$ cat src/rtl/red_pitaya_asg_outramp_pkg.sv
`default_nettype none
// ============================================================================
// red_pitaya_asg_outramp_pkg
// Shared widths, ramp state encodings and unity-gain helper for the
// ASG output ramp stage.
// Revision: 1.0
// ============================================================================
package red_pitaya_asg_outramp_pkg;

    localparam int c_DW_DEF = 14;
    localparam int c_GW_DEF = 16;

    localparam logic [1:0] c_ST_OFF  = 2'd0;
    localparam logic [1:0] c_ST_UP   = 2'd1;
    localparam logic [1:0] c_ST_ON   = 2'd2;
    localparam logic [1:0] c_ST_DOWN = 2'd3;

    function automatic int unsigned f_unity_gain(input int unsigned gw);
        return 32'd1 << (gw - 1);
    endfunction

endpackage
`default_nettype wire

$ cat src/rtl/red_pitaya_asg_outramp_if.sv
`default_nettype none
// ============================================================================
// red_pitaya_asg_outramp_if
// Sample, control and status bundle between an ASG channel and its ramp stage.
// Revision: 1.0
// ============================================================================
interface red_pitaya_asg_outramp_if #(
    parameter int DW = 14,
    parameter int GW = 16
);
    logic signed [DW-1:0] dat_i;
    logic                 enable_i;
    logic [GW-1:0]        ramp_step_i;
    logic [15:0]          ramp_div_i;
    logic [DW-2:0]        slew_max_i;
    logic signed [DW-1:0] dac_o;
    logic [1:0]           state_o;
    logic                 busy_o;
    logic [GW:0]          gain_o;

    modport slave (
        input  dat_i, enable_i, ramp_step_i, ramp_div_i, slew_max_i,
        output dac_o, state_o, busy_o, gain_o
    );

    modport master (
        output dat_i, enable_i, ramp_step_i, ramp_div_i, slew_max_i,
        input  dac_o, state_o, busy_o, gain_o
    );
endinterface
`default_nettype wire

$ cat src/rtl/red_pitaya_slew_lim.sv
`default_nettype none
// ============================================================================
// red_pitaya_slew_lim
// Registered per-cycle slew-rate limiter; slew_max of zero passes the target.
// Revision: 1.0
// ============================================================================
module red_pitaya_slew_lim
    import red_pitaya_asg_outramp_pkg::*;
#(
    parameter int DW = c_DW_DEF
) (
    input  logic                 clk,
    input  logic                 rst,
    input  logic signed [DW-1:0] target,
    input  logic [DW-2:0]        slew_max,
    output logic signed [DW-1:0] out
);
    logic signed [DW:0]   w_diff;
    logic signed [DW:0]   w_lim;
    logic signed [DW-1:0] w_step;
    logic signed [DW-1:0] w_next;

    assign w_diff = {target[DW-1], target} - {out[DW-1], out};
    assign w_lim  = {2'b00, slew_max};
    assign w_step = {1'b0, slew_max};

    // Any limited result lies between the old output and the target, so no wrap.
    always_comb begin
        w_next = target;
        if (slew_max != '0) begin
            if (w_diff > w_lim)
                w_next = out + w_step;
            else if (w_diff < -w_lim)
                w_next = out - w_step;
        end
    end

    always_ff @(posedge clk) begin
        if (rst)
            out <= '0;
        else
            out <= w_next;
    end

endmodule
`default_nettype wire

$ cat src/rtl/red_pitaya_asg_outramp.sv
`default_nettype none
// ============================================================================
// red_pitaya_asg_outramp
// Soft-start/soft-stop gain ramp and slew limiter on one ASG DAC channel.
// Revision: 1.0
// ============================================================================
module red_pitaya_asg_outramp
    import red_pitaya_asg_outramp_pkg::*;
#(
    parameter int DW = c_DW_DEF,
    parameter int GW = c_GW_DEF
) (
    input  logic                    dac_clk_i,
    input  logic                    dac_rst_i,
    red_pitaya_asg_outramp_if.slave bus
);
    localparam logic [GW:0] c_G1 = (GW+1)'(f_unity_gain(GW));

    logic [1:0]           r_state;
    logic                 r_busy;
    logic [GW:0]          r_gain;
    logic [15:0]          r_cnt;
    logic signed [DW-1:0] r_d1;
    logic signed [DW-1:0] r_s2;

    logic [1:0]           w_state_nxt;
    logic [GW:0]          w_gain_nxt;
    logic [15:0]          w_cnt_nxt;
    logic                 w_busy_nxt;
    logic                 w_tick;
    logic                 w_instant;
    logic [GW+1:0]        w_sum;
    logic signed [GW+1:0] w_dif;
    logic [GW:0]          w_up_gain;
    logic [GW:0]          w_dn_gain;
    logic signed [DW+GW:0] w_a;
    logic signed [DW+GW:0] w_b;
    logic signed [DW+GW:0] w_prod;
    logic                 w_unused_prod;
    logic signed [DW-1:0] w_dac;

    assign w_tick    = (r_cnt == bus.ramp_div_i);
    assign w_instant = (bus.ramp_step_i == '0);
    assign w_sum     = {1'b0, r_gain} + {2'b00, bus.ramp_step_i};
    assign w_dif     = $signed({1'b0, r_gain}) - $signed({2'b00, bus.ramp_step_i});
    assign w_up_gain = (w_instant || (w_sum >= {1'b0, c_G1})) ? c_G1 : w_sum[GW:0];
    assign w_dn_gain = (w_instant || w_dif[GW+1] || (w_dif == '0)) ? '0 : w_dif[GW:0];

    always_ff @(posedge dac_clk_i) begin
        if (dac_rst_i) begin
            r_state <= c_ST_OFF;
            r_busy  <= 1'b0;
            r_gain  <= '0;
            r_cnt   <= '0;
        end else begin
            r_state <= w_state_nxt;
            r_busy  <= w_busy_nxt;
            r_gain  <= w_gain_nxt;
            r_cnt   <= w_cnt_nxt;
        end
    end

    // A direction change takes priority over a coincident tick.
    always_comb begin
        w_state_nxt = r_state;
        w_gain_nxt  = r_gain;
        case (r_state)
            c_ST_OFF: begin
                if (bus.enable_i)
                    w_state_nxt = c_ST_UP;
            end
            c_ST_UP: begin
                if (!bus.enable_i) begin
                    w_state_nxt = c_ST_DOWN;
                end else if (w_instant || w_tick) begin
                    w_gain_nxt = w_up_gain;
                    if (w_up_gain == c_G1)
                        w_state_nxt = c_ST_ON;
                end
            end
            c_ST_ON: begin
                if (!bus.enable_i)
                    w_state_nxt = c_ST_DOWN;
            end
            default: begin
                if (bus.enable_i) begin
                    w_state_nxt = c_ST_UP;
                end else if (w_instant || w_tick) begin
                    w_gain_nxt = w_dn_gain;
                    if (w_dn_gain == '0)
                        w_state_nxt = c_ST_OFF;
                end
            end
        endcase
    end

    always_comb begin
        w_busy_nxt = (w_state_nxt == c_ST_UP) || (w_state_nxt == c_ST_DOWN);
        w_cnt_nxt  = r_cnt + 16'd1;
        if ((w_state_nxt != r_state) || w_tick || (r_cnt > bus.ramp_div_i))
            w_cnt_nxt = '0;
    end

    // Gain never exceeds unity, so the floor-shifted product always fits DW bits.
    assign w_a           = {{(GW+1){r_d1[DW-1]}}, r_d1};
    assign w_b           = {{DW{1'b0}}, r_gain};
    assign w_prod        = w_a * w_b;
    assign w_unused_prod = ^{w_prod[DW+GW:DW+GW-1], w_prod[GW-2:0]};

    always_ff @(posedge dac_clk_i) begin
        if (dac_rst_i) begin
            r_d1 <= '0;
            r_s2 <= '0;
        end else begin
            r_d1 <= bus.dat_i;
            r_s2 <= w_prod[DW+GW-2:GW-1];
        end
    end

    red_pitaya_slew_lim #(.DW(DW)) u_slew_lim (
        .clk      (dac_clk_i),
        .rst      (dac_rst_i),
        .target   (r_s2),
        .slew_max (bus.slew_max_i),
        .out      (w_dac)
    );

    assign bus.dac_o   = w_dac;
    assign bus.state_o = r_state;
    assign bus.busy_o  = r_busy;
    assign bus.gain_o  = r_gain;

endmodule
`default_nettype wire

$ cat src/flat_wrapper.sv
// flat-port wrapper written by rule: the top's interface ports become plain ports
module red_pitaya_asg_outramp_flat import red_pitaya_asg_outramp_pkg::*;
#(
    parameter int DW = c_DW_DEF,
    parameter int GW = c_GW_DEF
)
  (dac_clk_i, dac_rst_i, bus_dat_i, bus_enable_i, bus_ramp_step_i, bus_ramp_div_i, bus_slew_max_i, bus_dac_o, bus_state_o, bus_busy_o, bus_gain_o);
  red_pitaya_asg_outramp_if #(.DW(DW), .GW(GW)) bus_i ();
  input  logic dac_clk_i;
  input  logic dac_rst_i;
  input wire logic [$bits(bus_i.dat_i)-1:0] bus_dat_i;
  input wire logic [$bits(bus_i.enable_i)-1:0] bus_enable_i;
  input wire logic [$bits(bus_i.ramp_step_i)-1:0] bus_ramp_step_i;
  input wire logic [$bits(bus_i.ramp_div_i)-1:0] bus_ramp_div_i;
  input wire logic [$bits(bus_i.slew_max_i)-1:0] bus_slew_max_i;
  output wire logic [$bits(bus_i.dac_o)-1:0] bus_dac_o;
  output wire logic [$bits(bus_i.state_o)-1:0] bus_state_o;
  output wire logic [$bits(bus_i.busy_o)-1:0] bus_busy_o;
  output wire logic [$bits(bus_i.gain_o)-1:0] bus_gain_o;
  assign bus_i.dat_i = bus_dat_i;
  assign bus_i.enable_i = bus_enable_i;
  assign bus_i.ramp_step_i = bus_ramp_step_i;
  assign bus_i.ramp_div_i = bus_ramp_div_i;
  assign bus_i.slew_max_i = bus_slew_max_i;
  assign bus_dac_o = bus_i.dac_o;
  assign bus_state_o = bus_i.state_o;
  assign bus_busy_o = bus_i.busy_o;
  assign bus_gain_o = bus_i.gain_o;
  red_pitaya_asg_outramp #(.DW(DW), .GW(GW)) u_core (.dac_clk_i(dac_clk_i), .dac_rst_i(dac_rst_i), .bus(bus_i));
endmodule
$ cat config.mk
export PLATFORM = sky130hd
export DESIGN_NAME = red_pitaya_asg_outramp_flat
export DESIGN_NICKNAME = d
export VERILOG_FILES = /design/src/rtl/red_pitaya_asg_outramp_pkg.sv /design/src/rtl/red_pitaya_asg_outramp_if.sv /design/src/rtl/red_pitaya_slew_lim.sv /design/src/rtl/red_pitaya_asg_outramp.sv /design/src/flat_wrapper.sv
export SDC_FILE = /design/constraint.sdc
export NUM_CORES = 1
export LEC_CHECK = 0
export BUFFER_PORTS_ARGS = -buffer_cell sky130_fd_sc_hd__buf_2
export CAP_MARGIN = 25
export CORE_MARGIN = 2
export CORE_UTILIZATION = 25
export DETAILED_ROUTE_END_ITERATION = 16
export SLEW_MARGIN = 20
export SYNTH_ARGS = -nofsm -noshare
export SYNTH_HDL_FRONTEND = slang
export SYNTH_SLANG_ARGS = --single-unit
$ cat constraint.sdc
create_clock -name dac_clk_i -period 11.77 [get_ports dac_clk_i]
set_clock_uncertainty 0.15 [all_clocks]
set_input_delay 2.354 -clock dac_clk_i [delete_from_list [all_inputs] [get_ports dac_clk_i]]
set_output_delay 2.354 -clock dac_clk_i [all_outputs]
set_load 0.05 [all_outputs]
==> Yosys cells after proc, flatten, opt, wreduce, memory -nomap -nowiden <==
Index checks and enable logic that the tools add are counted.
{ "classes": {"n_mux": 19, "order_cmp": 4, "reduce_logical": 15, "n_bitwise": 1, "mul": 1, "add_sub_neg": 7, "n_eq_ne": 9} }
{ "ops": {"columns": ["op", "count"], "rows": [
  ["$mux 17", 6],
  ["$mux 14", 3],
  ["$pmux 17 s2", 1],
  ["$mul 14x18->29", 1],
  ["$add 17x16->18", 1],
  ["$ge 18x16->1 const B", 1],
  ["$logic_not 18->1", 1],
  ["$sub 17x16->18", 1],
  ["$eq 17x16->1 const B", 1],
  ["$logic_not 17->1", 1],
  ["$add 16x1->16 const B", 1],
  ["$eq 16x16->1", 1],
  ["$gt 16x16->1", 1],
  ["$logic_not 16->1", 1],
  ["$mux 2", 8],
  ["$gt 15x14->1", 1],
  ["$lt 15x15->1", 1],
  ["$neg 13->15", 1],
  ["$sub 14x14->15", 1],
  ["$add 14x14->14", 1],
  ["$sub 14x14->14", 1],
  ["$reduce_bool 13->1", 1],
  ["$logic_or 1x1->1", 7],
  ["$pmux 2 s3", 1],
  ["9 further kinds", 12]
]} }
{ "totals": {"register_bits": 78, "input_bits": 62, "out_inout_bits": 34, "elab_cells": 63} }

==> Longest topological paths before layout <==
Gate-level depths: netlist of run 1.
{ "logic_depth": {"word_depth": 13, "mapped_depth": 24} }

==> By module <==
From an unflattened synthesis of run 1, not the netlist that was laid out.
{ "unflattened": {"cells_unflattened": 1873, "hier_area_um2": 15742.6} }
{ "modules_own_cells": {"columns": ["module", "cells_per_inst", "instances", "area_each_um2", "seq_area_each_um2"], "rows": [
  ["red_pitaya_asg_outramp", 1397, 1, 12114.1, 1261.2],
  ["red_pitaya_slew_lim", 476, 1, 3628.5, 280.3]
]} }

==> Least setup slack after synthesis of run 1 <==
OpenSTA, ideal clock, no wires.
{ "synth_path": {"path_kind": "flip-flop to flip-flop", "from": "register u_core.r_gain[8], in the netlist u_core.bus.gain_o[8]", "to": "register u_core.r_s2[13]", "slack_ps": 5077, "stages_incl_launch_ff": 23, "period_less_slack_ps": 6693, "required_ps": 11492, "n_path_buf": 1, "t_arrival_ps": 6416, "cell_sequence": "dfxtp_1 clkbuf_1 nand2_1 fa_1 fa_1 inv_1 fa_1 inv_1 fa_1 inv_1 fa_1 fa_1 ha_1 a21o_1 a21o_1 a21oi_1 o21ai_0 or3_1 a21o_1 a31oi_1 o21ai_0 xnor2_1 nor2_1"} }
{ "synth_via": {"elab_chain_cells": 1} }
{ "synth_lines": {"columns": ["element", "line_no", "text"], "rows": [
  ["start, declared", "red_pitaya_asg_outramp.sv:21", "logic [GW:0] r_gain;"],
  ["start signal, assigned", "red_pitaya_asg_outramp.sv:58", "r_gain <= w_gain_nxt;"],
  ["$mul 14x18->29", "red_pitaya_asg_outramp.sv:107", "assign w_prod = w_a * w_b;"],
  ["end signal, assigned", "red_pitaya_asg_outramp.sv:116", "r_s2 <= w_prod[DW+GW-2:GW-1];"],
  ["end, declared", "red_pitaya_asg_outramp.sv:24", "logic signed [DW-1:0] r_s2;"]
]} }
Every way passes these cells.
A chain may end at the register's enable or synchronous reset.

==> Worst setup path in the final report of run 1 <==
Ends and elaborated chain as after synthesis.

==> results of run 1 <==
[kinds of logic after synthesis]
kind of cell / after synthesis / synth area share
multiplexers: 2 / 0.00143
flip-flops: 77 / 0.104
AO/OA/AOI/OAI: 293 / 0.141
AND/OR/NAND/NOR: 577 / 0.192
buffers and inverters: 354 / 0.0911
XOR/XNOR: 82 / 0.0484
adder cells (fa/ha/maj): 392 / 0.422
[Yosys cell counts (35+ instances only)]
master	instances
fa_1	182
dfxtp_1	77
nand2_1	189
nor2b_1	35
o21ai_0	40
ha_1	210
nor2_1	101
clkbuf_1	61
xnor2_1	59
nor3_1	35
a21oi_1	69
inv_1	282
and2_1	94
[power breakdown]
group | internal (mW) | total [mW] | switching, mW
combinational | 0.373 | 0.968 | 0.594
sequential | 0.287 | 0.328 | 0.0414
clock | 0.169 | 0.292 | 0.122
total | 0.829 | 1.59 | 0.758
[flip-flops by register name, summed over array words and instances (netlist names)]
signal                 count
u_core.r_s2               14
u_core.r_cnt              16
u_core.u_slew_lim.out     14
u_core.bus.busy_o          1
u_core.bus.state_o         1
u_core.bus.gain_o         17
u_core.r_d1               14
[cell type report]
type                       instances  area share
clock buffer                      10      0.0146
timing repair buffer             101      0.0318
tap                              773      0.0592
clock inverter                     6     0.00383
inverter                         282      0.0648
multi-input combinational       1346       0.731
sequential                        77      0.0943
[worst max path at each step]
stage / slack [ps] / cells past startpoint / to / start
detailed placement: 4860 / 21 / u_core.r_s2[13]$_SDFF_PP0_ / u_core.bus.gain_o[6]$_SDFFE_PP0P_
CTS: 4830 / 21 / u_core.r_s2[13]$_SDFF_PP0_ / u_core.bus.gain_o[6]$_SDFFE_PP0P_
global placement: 4930 / 21 / u_core.r_s2[13]$_SDFF_PP0_ / u_core.bus.gain_o[8]$_SDFFE_PP0P_
finish: 4810 / 21 / u_core.r_s2[13]$_SDFF_PP0_ / u_core.bus.gain_o[8]$_SDFFE_PP0P_
floorplan: 5080 / 22 / u_core.r_s2[13]$_SDFF_PP0_ / u_core.bus.gain_o[8]$_SDFFE_PP0P_
global route: 4500 / 21 / u_core.r_s2[13]$_SDFF_PP0_ / u_core.bus.gain_o[8]$_SDFFE_PP0P_
[per-stage QoR]
| step | hold slack [ps] | util | area [um^2] | total power, mW | setup WS (ps) |
|---|---|---|---|---|---|
| after floorplan | 286 | - | 14800 | 1.04 | 5080 |
| after global placement | 302 | 0.272 | 16000 | 1.26 | 4930 |
| after detailed placement | 308 | 0.272 | 16000 | 1.28 | 4860 |
| after CTS | 317 | 0.277 | 16300 | 1.58 | 4830 |
| after global routing | 344 | 0.277 | 16300 | 1.71 | 4500 |
| final | 315 | 0.277 | 16300 | 1.59 | 4810 |
[layout by cell type, fill, tap and decap left out, types with 9 or more instances in the layout]
cell type  count
a211oi_1      12
a21o_1        30
a21oi_1       69
a31oi_1        9
and2_1        94
and3_1        13
buf_2         95
clkbuf_16      9
dfxtp_1       77
fa_1         182
ha_1         210
inv_1        282
nand2_1      189
nand2b_1      29
nand3_1       30
nand4_1        9
nor2_1       101
nor2b_1       35
nor3_1        35
nor4_1        12
o21a_1        24
o21ai_0       40
o21bai_1      16
xnor2_1       59
xor2_1        23
[tightest hold or removal path, cell delays in order (launching register included)]
cell	delay, ps
dfxtp_1	310
nand2_1	50
a21oi_1	50
[routing by layer]
| layer | track usage | up-vias | wire length (um) |
|---|---|---|---|
| li1 | - | 5882 | - |
| met1 | 0.186 | 5870 | 19300 |
| met2 | 0.236 | 344 | 19700 |
| met3 | 0.0213 | 52 | 2260 |
| met4 | 0.0384 | 0 | 988 |
| met5 | 0 | - | 0 |
==> flow_metrics.py, run 1 <==
metrics = {
    "clock_network": {
        "cts.reportedPaths.clkPinSlew_ps": 70,
        "cts_root_buf": "clkbuf_16",
        "cts_sinks": 77,
        "cts_max_level": 3,
        "insertion_delay_ps": 360,
        "cts_tree": "yes",
        "holdBufCountCts": 0,
        "cts_made_buffers": 9,
        "clock_path_buffers": 2,
        "cts_setup_buffers": 0,
        "cts_resized": 0,
    },
    "critical_path": {
        "required_ps": 11840,
        "r2r-start": "u_core.bus.gain_o[8]$_SDFFE_PP0P_",
        "max_stage_delay_ps": 800,
        "crit_path_start_kind": "register",
        "worst-path-buf-inv": 3,
        "ff2ff_path_depth": 21,
        "endpoint_kind": "register",
        "crit_family": "adder cells",
        "path_max_fanout": 18,
        "path_class": "reg2reg",
        "timing.rr.end": "u_core.r_s2[13]$_SDFF_PP0_",
        "crit_slowest_cell": "dfxtp_1",
        "path_common_cell": "fa_1",
        "path_cells": "nand2_1 > fa_1 > fa_1 > inv_1 > fa_1 > inv_1 > fa_1 > inv_1 > fa_1 > fa_1 > ha_1 > a21o_1 > a21o_1 > a21oi_1 > o21ai_0 > or3_1 > a21o_1 > a31oi_1 > o21ai_0 > xnor2_1 > nor2_1",
        "rrSetupSlack_ps": 4810,
        "critPathArrivalTime_ps": 7030,
    },
    "global_route": {
        "grt_usage": 0.140,
        "grt_pass1_vias": 12544,
        "grt_overflow": 0,
        "grt_pass1_wl_um": 68100,
        "antenna_found_initial": 0,
        "grt_max_degree": 56,
    },
    "synthesis": {
        "synth_area_leaders": "fa_1, ha_1, dfxtp_1",
        "yosys_register_bits": 77,
        "synth_edf_count": 0,
        "synth_top_area_share": 0.245,
        "ys_types": 78,
        "syn_nets": 2231,
        "ys.warnings.count": 0,
        "yosys.area.top_type": "fa_1",
        "syn_area_um2": 14800,
        "synth_async_sr_flop_share": 0,
        "ys.flop_type": "dfxtp_1",
        "seq_area_frac_synth": 0.104,
        "syn_inst": 1777,
        "syn_avg_cell_area_um2": 8.36,
    },
    "placed_design": {
        "gp_congestion": 0.882,
        "io_buffers": 95,
        "place_hpwl_um": 35400,
        "dp_cells": 2578,
    },
    "power_and_ir_drop": {
        "ir_drop_mv": 0.0820,
        "p_leak_nw": 7.89,
        "powerDensity_nw_per_um2": 97.1,
    },
    "worst_hold_path": {
        "hold_class": "reg2reg",
        "min_from": "u_core.r_s2[0]$_SDFF_PP0_",
        "min_path_cells": 2,
        "whs_endpoint": "u_core.u_slew_lim.out[0]$_SDFF_PP0_",
    },
    "sta": {
        "worstMarginPinSlew_ps": 834,
        "fin_crit_sh": 0.591,
        "rsz0062_at_grt": "no",
        "finalHoldViolations": 0,
        "setup_viol": 0,
        "maxSlewHeadroom": 0.443,
        "maxSlewViolCount": 0,
        "timing.fmax_mhz": 144,
        "fin_tns_setup_ps": 0,
        "min_period_ps": 6960,
    },
    "route": {
        "routed_wl_um": 42300,
        "first_pass_iters": 5,
        "drt_iter0_markers": 670,
        "vias": 12148,
        "drtAntennaViolNets": 0,
        "wl_per_cell_um": 16.3,
        "drc": 0,
        "viasPerCell": 4.68,
    },
    "final_layout": {
        "syn2layout_area_growth_pct": 10.1,
        "diodes": 0,
        "multi_input_area_um2": 12000,
        "fill_cells": 6248,
        "register_area_um2": 1540,
        "layout-drive-gt1-share": 0.0807,
        "final_cells": 2595,
        "fin_nets": 2271,
    },
    "floorplanning": {
        "core_area_um2": 58900,
        "die_w_um": 248,
        "dieArea_um2": 61400,
        "initial_core_util": 0.252,
        "ios": 96,
        "rows": 89,
        "die_h_um": 248,
    },
    "run_status": {
        "status": "completed",
    },
    "flow_run": {
        "cap_violations": 0,
    },
}
Power figures use the tool's default switching activity.
==> run 2, diff against run 1 <==
--- a/config.mk
+++ b/config.mk
@@ -5,6 +5,7 @@
 export SDC_FILE = /design/constraint.sdc
 export NUM_CORES = 1
 export LEC_CHECK = 0
+export ABC_AREA = 1
 export BUFFER_PORTS_ARGS = -buffer_cell sky130_fd_sc_hd__buf_2
 export CAP_MARGIN = 25
 export CORE_MARGIN = 2
==> constraint.sdc (replaced) <==
create_clock -name dac_clk_i -period 5.9 [get_ports dac_clk_i]
set_clock_uncertainty 0.15 [all_clocks]
set_input_delay 1.18 -clock dac_clk_i [delete_from_list [all_inputs] [get_ports dac_clk_i]]
set_output_delay 1.18 -clock dac_clk_i [all_outputs]
set_load 0.05 [all_outputs]
==> run 2 against run 1 <==
Setup slack got worse by 4500 ps. Sequential share of layout area fell by 0.89 points. Global-route usage is 0.11 points lower. Synthesized area rose by 9.5%. Worst hold slack barely moved. Register-to-register slack got worse by 4500 ps. Sequential cell count did not move. Critical path type unchanged. Largest cell class unchanged. Largest power group unchanged.
==> flow_metrics.py, run 2 <==
metrics = {
    "run_status": {
        "status": "completed",
    },
    "floorplanning": {
        "rows": 93,
        "initial_core_util": 0.253,
        "die_h_um": 259,
        "core_area_um2": 64300,
        "die_w_um": 259,
        "ios": 96,
        "dieArea_um2": 67100,
    },
    "route": {
        "drtAntennaViolNets": 0,
        "vias": 14488,
        "routed_wl_um": 45400,
        "viasPerCell": 4.43,
        "wl_per_cell_um": 13.9,
        "first_pass_iters": 5,
        "drt_iter0_markers": 839,
        "drc": 0,
    },
    "critical_path": {
        "endpoint_kind": "register",
        "r2r-start": "u_core.r_d1[13]$_SDFF_PP0_",
        "path_max_fanout": 12,
        "critPathArrivalTime_ps": 5730,
        "required_ps": 6020,
        "path_class": "reg2reg",
        "crit_path_start_kind": "register",
        "startpoint": "u_core.r_d1[13]$_SDFF_PP0_",
    },
    "sta": {
        "maxSlewHeadroom": 0.487,
        "worst_slack_ps": 291,
        "setup_viol": 0,
        "min_period_ps": 5610,
        "timing.fmax_mhz": 178,
        "worstMarginPinSlew_ps": 770,
        "finalHoldViolations": 0,
        "fin_tns_setup_ps": 0,
        "fin_crit_sh": 0.951,
        "maxSlewViolCount": 0,
    },
    "worst_hold_path": {
        "min_from": "u_core.r_cnt[0]$_SDFF_PP0_",
        "hold_class": "reg2reg",
    },
    "placed_design": {
        "pre_cts_slack_ps": 173,
        "gp_congestion": 0.914,
        "place_hpwl_um": 38500,
        "dpl-instance-area_um2": 17800,
        "io_buffers": 95,
    },
    "final_layout": {
        "fin_nets": 2864,
        "final_area_um2": 18200,
        "syn2layout_area_growth_pct": 12.1,
        "final_common_cell": "nand2_1",
        "diodes": 0,
        "final_cell_mix": "nand2_1, inv_1, ha_1",
        "largest_register_ff_count": 17,
        "fill_cells": 7069,
        "layout-drive-gt1-share": 0.0919,
    },
    "power_and_ir_drop": {
        "ir_drop_mv": 0.142,
        "p_leak_nw": 9.99,
        "powerDensity_nw_per_um2": 178,
    },
    "global_route": {
        "use_met3": 0.0156,
        "grt_pass1_wl_um": 75100,
        "grt_overflow": 0,
        "use_met1": 0.185,
        "use_met2": 0.241,
        "busiest_layer": "met2",
        "grt_max_degree": 35,
        "grt_pass1_vias": 14612,
        "antenna_found_initial": 2,
        "grt_usage": 0.139,
    },
    "synthesis": {
        "synth_area_leaders": "fa_1, ha_1, nand2_1",
        "syn_inst": 2331,
        "synth_top_area_share": 0.224,
        "yosysMostFrequentCell": "nand2_1",
        "syn_avg_cell_area_um2": 6.97,
        "syn_nets": 2785,
        "seq_area_frac_synth": 0.0948,
        "ys.flop_type": "dfxtp_1",
        "ys.warnings.count": 0,
        "yosys_register_bits": 77,
        "synth_edf_count": 0,
        "yosys.area.top_type": "fa_1",
        "synth_async_sr_flop_share": 0,
        "synthTopCellsByCount": "nand2_1, inv_1, ha_1",
        "ys_types": 51,
        "syn_area_um2": 16300,
    },
    "clock_network": {
        "cts_made_buffers": 9,
        "cts_root_buf": "clkbuf_16",
        "cts_max_level": 3,
        "cts_tree": "yes",
        "cts.reportedPaths.clkPinSlew_ps": 70,
        "insertion_delay_ps": 390,
        "cts_sinks": 77,
        "clock_path_buffers": 2,
    },
    "flow_run": {
        "cap_violations": 0,
    },
}
==> run 2: changes by cell type after synthesis, sizes merged, moves of 24 or more <==
cell	change
nand2	+363
inv	+231
and2	-91
nor2	+70
a21oi	+61
nand3	+56
o21ai	+49
xnor2	-47
xor2	+43
nor2b	-35
nand2b	-29
nand4	+27
a21o	-24
==> run 2: kinds of logic (layout without fill, tap and decap cells) <==
group | Yosys count | after routing | synth area share
adder cells (fa/ha/maj) | 392 | 392 | 0.386
AND/OR/NAND/NOR | 900 | 900 | 0.235
multiplexers | 2 | 2 | 0.00123
AO/OA/AOI/OAI | 286 | 286 | 0.0990
buffers and inverters | 596 | 680 | 0.142
XOR/XNOR | 78 | 78 | 0.0425
flip-flops | 77 | 77 | 0.0948
==> run 2: through the flow <==
step / power, mW / hold WS, ps / instances / util
global route: 3.54 / 347 / 3270 / 0.283
global placement: 2.56 / 297 / 3253 / 0.277
finish: 3.24 / 314 / 3270 / 0.283
CTS: 3.25 / 325 / 3269 / 0.282
floorplan: 2.06 / 280 / 2331 / -
detailed placement: 2.58 / 309 / 3253 / 0.277
==> run 2: area by class of cell <==
class	count	area [um^2]	share of cell area
Sequential cell	77	1560	0.0854
Multi-Input combinational cell	1658	12400	0.682
Clock inverter	7	98.8	0.00542
Timing Repair Buffer	150	916	0.0503
Tap cell	855	1070	0.0587
Inverter	514	1930	0.106
Clock buffer	9	225	0.0124
==> run 2: per-layer routing <==
metal / routed length (um) / vias up
met2: 21500 / 286
met4: 622 / 4
li1: - / 7317
met3: 2040 / 34
met5: 21 / -
met1: 21200 / 6847
==> run 2: power by group <==
part,internal [mW],switching (mW)
Combinational,0.662,1.30
Clock,0.373,0.272
Sequential,0.569,0.0685
Total,1.60,1.64
==> run 2: what timing repair did <==
| item | in CTS | in global routing |
|---|---|---|
| setup endpoints to repair | 0 | 9 |
| endpoints found under the hold margin | 0 | 0 |
| resized for setup | 0 | 14 |
| hold buffers | 0 | 0 |
| buffers inserted | 0 | 0 |
==> run 2: worst paths after layout <==
check | end | slack (ps) | cells after the start
hold / removal | u_core.r_cnt[0]$_SDFF_PP0_ | 310 | 1
hold reg to reg | u_core.r_cnt[0]$_SDFF_PP0_ | 310 | 1
setup / recovery | u_core.r_s2[11]$_SDFF_PP0_ | 290 | 19
setup reg to reg | u_core.r_s2[11]$_SDFF_PP0_ | 290 | 19
==> run 2: critical path, cell delays in order, from the launching register on <==
cell and delay, ps:
dfxtp_1 410, inv_1 120, buf_4 190, or2_2 290, fa_1 500, fa_1 430, fa_1 500, fa_1 500
inv_1 50, fa_1 490, fa_1 410, ha_1 370, a21oi_1 220, o21ai_0 110, nor2_1 160, inv_1 60
a221oi_1 320, nand3_1 110, nand2_1 70, nor2_1 40
